File: src/rtl/jtgng_inputs.sv
// Player-input conditioner: PS/2 key decode, joystick merge, SOCD cleaning,
// per-player autofire and coin pulses, and a pause toggle. Outputs active-low.
module jtgng_inputs #(
    parameter int PLAYERS     = 2,
    parameter int BUTTONS     = 2,
    parameter int JOYW        = BUTTONS + 7,
    parameter int AF_FRAMES   = 2,
    parameter int COIN_FRAMES = 3,
    parameter int SOCD_CLEAN  = 1
) (
    input  logic                          clk,
    input  logic                          rst,
    input  logic                          soft_rst,
    input  logic                          LVBL,
    input  logic [10:0]                   ps2_key,
    input  logic [PLAYERS*JOYW-1:0]       joy_in,
    input  logic                          merge,
    input  logic [PLAYERS-1:0]            autofire_en,
    output logic [PLAYERS*(BUTTONS+4)-1:0] joystick,
    output logic [PLAYERS-1:0]            start_button,
    output logic [PLAYERS-1:0]            coin_input,
    output logic                          dip_pause
);

    localparam int JW = BUTTONS + 4;
    localparam int BS = BUTTONS + 4;
    localparam int BC = BUTTONS + 5;
    localparam int BP = BUTTONS + 6;
    localparam logic [3:0] AF_LAST   = 4'(AF_FRAMES - 1);
    localparam logic [3:0] COIN_LAST = 4'(COIN_FRAMES - 1);

    logic            ps2_tog_q;
    logic            lvbl_q;
    logic            ps2_evt;
    logic            frame_tick;
    logic            unused_ext;

    logic k_up, k_down, k_left, k_right;
    logic k_b0, k_b1a, k_b1b, k_b2, k_b3;
    logic k_start1, k_start2, k_coin1, k_coin2, k_pause;

    logic [3:0]      kb_btn;
    logic [JOYW-1:0] joy_or;
    logic [JOYW-1:0] kbd;
    logic [JOYW-1:0] w;
    logic [JOYW-1:0] raw [PLAYERS];
    logic            pause_any;

    logic [JW-1:0]   joy_q [PLAYERS];
    logic [3:0]      af_cnt [PLAYERS];
    logic [3:0]      coin_cnt [PLAYERS];
    logic [PLAYERS-1:0] start_q;
    logic [PLAYERS-1:0] btn0_q;
    logic [PLAYERS-1:0] af_out;
    logic [PLAYERS-1:0] coin_q;
    logic [PLAYERS-1:0] coin_act;
    logic            pause_q;
    logic            pause_flag;
    logic [JW-1:0]   jo;

    // The extended-code flag carries no meaning for this key map.
    assign unused_ext = ps2_key[8];

    assign ps2_evt    = ps2_key[10] ^ ps2_tog_q;
    assign frame_tick = lvbl_q & ~LVBL;

    always_ff @(posedge clk or posedge rst) begin
        if (rst) begin
            ps2_tog_q <= 1'b0;
            lvbl_q    <= 1'b0;
            k_up      <= 1'b0;
            k_down    <= 1'b0;
            k_left    <= 1'b0;
            k_right   <= 1'b0;
            k_b0      <= 1'b0;
            k_b1a     <= 1'b0;
            k_b1b     <= 1'b0;
            k_b2      <= 1'b0;
            k_b3      <= 1'b0;
            k_start1  <= 1'b0;
            k_start2  <= 1'b0;
            k_coin1   <= 1'b0;
            k_coin2   <= 1'b0;
            k_pause   <= 1'b0;
        end else begin
            ps2_tog_q <= ps2_key[10];
            lvbl_q    <= LVBL;
            if (ps2_evt) begin
                case (ps2_key[7:0])
                    8'h75:   k_up     <= ps2_key[9];
                    8'h72:   k_down   <= ps2_key[9];
                    8'h6B:   k_left   <= ps2_key[9];
                    8'h74:   k_right  <= ps2_key[9];
                    8'h14:   k_b0     <= ps2_key[9];
                    8'h11:   k_b1a    <= ps2_key[9];
                    8'h29:   k_b1b    <= ps2_key[9];
                    8'h12:   k_b2     <= ps2_key[9];
                    8'h1A:   k_b3     <= ps2_key[9];
                    8'h05:   k_start1 <= ps2_key[9];
                    8'h06:   k_start2 <= ps2_key[9];
                    8'h04:   k_coin1  <= ps2_key[9];
                    8'h36:   k_coin2  <= ps2_key[9];
                    8'h0C:   k_pause  <= ps2_key[9];
                    default: ;
                endcase
            end
        end
    end

    always_comb begin
        kb_btn    = {k_b3, k_b2, k_b1a | k_b1b, k_b0};
        joy_or    = '0;
        kbd       = '0;
        w         = '0;
        pause_any = 1'b0;
        raw       = '{default: '0};
        for (int p = 0; p < PLAYERS; p++) begin
            joy_or = joy_or | joy_in[p*JOYW +: JOYW];
        end
        for (int p = 0; p < PLAYERS; p++) begin
            kbd = '0;
            if (p == 0) begin
                kbd[3:0]          = {k_up, k_down, k_left, k_right};
                kbd[4 +: BUTTONS] = kb_btn[BUTTONS-1:0];
                kbd[BS]           = k_start1;
                kbd[BC]           = k_coin1;
                kbd[BP]           = k_pause;
            end else if (p == 1) begin
                kbd[BS] = k_start2;
                kbd[BC] = k_coin2;
            end
            w = (merge ? joy_or : joy_in[p*JOYW +: JOYW]) | kbd;
            // Opposing directions cancel after merging so shared sticks clean too.
            if (SOCD_CLEAN != 0) begin
                if (w[0] && w[1]) w[1:0] = 2'b00;
                if (w[2] && w[3]) w[3:2] = 2'b00;
            end
            raw[p]    = w;
            pause_any = pause_any | w[BP];
        end
    end

    always_ff @(posedge clk or posedge rst) begin
        if (rst) begin
            for (int p = 0; p < PLAYERS; p++) begin
                joy_q[p]    <= '0;
                af_cnt[p]   <= '0;
                coin_cnt[p] <= '0;
            end
            start_q  <= '0;
            btn0_q   <= '0;
            af_out   <= '0;
            coin_q   <= '0;
            coin_act <= '0;
        end else begin
            for (int p = 0; p < PLAYERS; p++) begin
                joy_q[p]   <= raw[p][JW-1:0];
                start_q[p] <= raw[p][BS];
                btn0_q[p]  <= raw[p][4];
                coin_q[p]  <= raw[p][BC];

                if (!autofire_en[p] || !raw[p][4]) begin
                    af_out[p] <= 1'b0;
                    af_cnt[p] <= '0;
                end else if (!btn0_q[p]) begin
                    af_out[p] <= 1'b1;
                    af_cnt[p] <= '0;
                end else if (frame_tick) begin
                    if (af_cnt[p] == AF_LAST) begin
                        af_out[p] <= ~af_out[p];
                        af_cnt[p] <= '0;
                    end else begin
                        af_cnt[p] <= af_cnt[p] + 4'd1;
                    end
                end

                // A press during a running pulse is swallowed; re-arm needs a fresh edge.
                if (coin_act[p]) begin
                    if (frame_tick) begin
                        if (coin_cnt[p] == COIN_LAST) begin
                            coin_act[p] <= 1'b0;
                            coin_cnt[p] <= '0;
                        end else begin
                            coin_cnt[p] <= coin_cnt[p] + 4'd1;
                        end
                    end
                end else if (raw[p][BC] && !coin_q[p]) begin
                    coin_act[p] <= 1'b1;
                    coin_cnt[p] <= '0;
                end
            end
        end
    end

    always_ff @(posedge clk or posedge rst) begin
        if (rst) begin
            pause_q    <= 1'b0;
            pause_flag <= 1'b0;
        end else begin
            pause_q <= pause_any;
            if (soft_rst) begin
                pause_flag <= 1'b0;
            end else if (pause_any && !pause_q) begin
                pause_flag <= ~pause_flag;
            end
        end
    end

    always_comb begin
        jo           = '0;
        joystick     = '1;
        start_button = '1;
        coin_input   = '1;
        for (int p = 0; p < PLAYERS; p++) begin
            jo = joy_q[p];
            if (autofire_en[p]) jo[4] = af_out[p];
            joystick[p*JW +: JW] = ~jo;
            start_button[p]      = ~start_q[p];
            coin_input[p]        = ~coin_act[p];
        end
        dip_pause = ~pause_flag;
    end

endmodule

File: config.mk
export PLATFORM = sky130hd
export DESIGN_NAME = jtgng_inputs
export DESIGN_NICKNAME = d
export VERILOG_FILES = /design/src/rtl/jtgng_inputs.sv
export SDC_FILE = /design/constraint.sdc
export NUM_CORES = 1
export LEC_CHECK = 0
export CAP_MARGIN = 20
export CORE_ASPECT_RATIO = 1.2
export CORE_UTILIZATION = 40
export DETAILED_ROUTE_END_ITERATION = 6
export GPL_TIMING_DRIVEN = 0
export HOLD_SLACK_MARGIN = 0.05
export SKIP_LAST_GASP = 1
export SLEW_MARGIN = 20
export SYNTH_ARGS = -nofsm -noshare
export SYNTH_HDL_FRONTEND = slang
export SYNTH_SLANG_ARGS = --single-unit
File: constraint.sdc
create_clock -name clk -period 1.9 [get_ports clk]
set_clock_uncertainty 0.1 [all_clocks]
set_input_delay 0.38 -clock clk [delete_from_list [all_inputs] [get_ports clk]]
set_output_delay 0.38 -clock clk [all_outputs]
set_load 0.005 [all_outputs]
==> flow_summary_export.csv <==
group,metric,value,unit
outcome,status,"finished clean",
finish,final_area,0.00328,mm2
clock_tree,root_buffer,"clkbuf_8",
clock_tree,cts_tree,"built",
routing,vias,1919,
floorplan,die_width,75.0,um
routing,met3RoutedLength,166,um
worst_setup_path,worstReg2RegEnd,"af_out[0]",
routing,detail-route-antenna-nets,0,
global_route,grt_pass1_vias,1768,
power,peakVddDrop,0.514,mV
logic_synthesis,yosys_register_bits,52,
worst_setup_path,r2r_slack,0.29,ns
worst_setup_path,cp-end-kind,"output pin",
job,cap_violations,0,
sta,finalSetupTns,0,ns
hold_path,min_to,"af_out[1]",
power,power.leakage,0.00144,uW
logic_synthesis,synth_area,0.00256,mm2
hold_path,min_from,"autofire_en[1]",
worst_setup_path,critPathRequiredTime,1.42,ns
logic_synthesis,yosys.area.top_type,"dfrtp_1",
worst_setup_path,worstPathArrival,1.31,ns
hold_path,hold_path_class,"input pin to flop",
worst_setup_path,start_kind,"flop",
clock_tree,clockBufferDepth,2,
sta,finalCritPeriodShare,94.4,%
sta,finalHoldViolCount,0,
clock_tree,clock_latency,0.30,ns
sta,slew_viol_final,0,
clock_tree,cts_hold_buf,0,
worst_setup_path,cp-startpoint,"coin_act[1]",
clock_tree,htree_levels,2,
placed_design,gp_congestion,0.857,
sta,relSlewSlack,58.3,%
floorplan,die_area,0.00672,mm2
logic_synthesis,ys_warn_count,0,
finish,drive_gt1_share,5.76,%
power,power_density,807,mW/mm2
global_route,grt_max_degree,53,
sta,fin_crit,1.79,ns
routing,wl,4.76,mm
clock_tree,clock-sinks,52,
logic_synthesis,yosysSeqAreaShare,50.9,%
routing,dr.pass1.iters,4,
logic_synthesis,synth_edf_count,0,
routing,post_drt_wl_per_cell,12.6,um
finish,nFillCells,564,
logic_synthesis,ys.flop_type,"dfrtp_1",
clock_tree,cts_resized,2,
logic_synthesis,synthCells,237,
worst_setup_path,reg2reg_from,"af_cnt[5]",
logic_synthesis,synth_nets,281,
logic_synthesis,synth_top_area_share,50.9,%
finish,num_antenna_cells,0,
hold_path,min_path_cells,3,
routing,highest_layer,"met4",
clock_tree,cts_buffers,5,
routing,met1_length,2.15,mm
logic_synthesis,yosys-top-cells-area,"dfrtp_1 (51%), mux2_1 (5.3%), ha_1 (3.9%)",
placed_design,numPortBuffers,50,
floorplan,core-area,0.00609,mm2
worst_setup_path,rr_worst_depth,5,
clock_tree,clk_pin_slew,0.10,ns
logic_synthesis,async_reset_ff_share,100,%
global_route,gr-total-overflow,0,
routing,wl_met2,2.38,mm
global_route,antenna_found_initial,0,
worst_setup_path,critical_path.slowest_cell,"clkdlybuf4s50_1",
floorplan,ios,53,
finish,nets,338,
worst_setup_path,cp_slowest_stage_delay,0.49,ns
global_route,grt_pass1_wl,7.96,mm
global_route,grt_usage,15.8,%
sta,rsz0062_at_grt,"no",
worst_setup_path,crit_type,"flop to output pin",
floorplan,start_util,42.0,%
routing,drcViolationCount,0,
sta,worstMarginPinSlew,0.626,ns
routing,viasPerCell,5.09,
floorplan,chipHeight,89.6,um
finish,area_growth,28.1,%
sta,setup_viol_count_final,0,
placed_design,dpl_cell_area,0.00316,mm2
worst_setup_path,critPathMaxFanout,7,
logic_synthesis,yosysUniqueCellTypes,41,
clock_tree,cts_setup_buffers,0,
logic_synthesis,synth.avg_cell_area,10.8,um2
worst_setup_path,worstPathCellList,"inv_1, clkdlybuf4s50_1",
placed_design,dp_hpwl,3.64,mm
floorplan,placementRows,31,
routing,drt_iter0_markers,49,
sta,fmax,0.557,GHz
sta,whs,0.257,ns
placed cells by master (no fill, tap or decap), types with 4 or more instances in the layout:
cell             instances
ha_1                     8
a21oi_1                 13
o31ai_1                  4
nor2b_1                 11
mux2_1                  12
clkbuf_8                 5
clkdlybuf4s50_1         46
nand4_1                 13
a31oi_1                  4
dfrtp_1                 52
a211oi_1                 4
nand2_1                 11
or3_1                   12
nand3_1                  7
or3b_1                   4
o21ai_0                  8
inv_1                   25
mux2i_1                  4
cell usage after synthesis (all sizes together) (4+ instances only):
cell,instances
buf,4
dfrtp,52
inv,26
ha,8
nand4,13
mux2i,4
or3,12
nand2,11
mux2,12
nor2b,11
a21oi,13
o21ai,10
a211oi,6
or3b,4
o31ai,4
a31oi,4
nand3,7
stage by stage:
stage	util, %	power (uW)	cells	worst slack [ns]
after CTS	53.7	2690	377	0.0380
final	53.8	2640	377	0.106
after floorplan	-	1670	237	0.162
after detailed placement	51.9	1930	369	-0.224
after global placement	51.9	1920	369	-0.905
after global routing	53.8	2820	377	0.0612
power breakdown:
part           internal, uW  leakage [uW]  total, uW  switching [uW]
registers              1240      0.000667       1360             126
clock network           390     0.0000541        746             356
logic                   285      0.000719        534             249
total                  1910       0.00144       2640             731
worst max path at each step:
| stage | endpoint | slack, ns |
|---|---|---|
| after floorplan | af_cnt[0] | 0.16 |
| after global placement | jo[2] | -0.90 |
| after detailed placement | joystick[10] | -0.22 |
| after CTS | joystick[4] | 0.04 |
| after global routing | coin_input[0] | 0.06 |
| final | coin_input[1] | 0.11 |
cell type report:
cell class	instances	area, um2	share of cell area [%]
Inverter	26	100	3.05
Clock inverter	3	42.5	1.30
Sequential cell	52	1300	39.7
Multi-Input combinational cell	152	1120	34.1
Timing Repair Buffer	50	503	15.3
Tap cell	82	103	3.13
Clock buffer	5	68.8	2.10
Buffer	7	40.0	1.22
flip-flops by register name (all words and copies together), names as in the netlist, 2 cells and up:
register  cells
start_q       2
joy_q         6
coin_act      2
af_out        2
coin_cnt      8
af_cnt        8
jo            5
coin_q        2
metal layers:
layer / vias up / global-route usage (%)
li1: 972 / -
met1: 903 / 20.6
met2: 39 / 26.4
met3: 5 / 3.13
met4: 0 / 4.63
met5: - / 0
critical path, delay by kind of cell (launching register included):
kind	cells	cell delay, ns
buffers and inverters	2	0.56
DFF	1	0.45
cell families (layout without fill, tap and decap cells):
kind of cell	after synthesis	after routing	share of synthesized area, %
and+or+nand+nor	78	78	19.8
DFF	52	52	50.9
AOI/OAI and AO/OA	49	49	12.8
xor gates and xnor gates	1	1	0.343
buffers and inverters	33	91	5.38
muxes	16	16	6.85
adders and majority gates	8	8	3.91
Note: power is estimated with default switching activity, not from simulation.
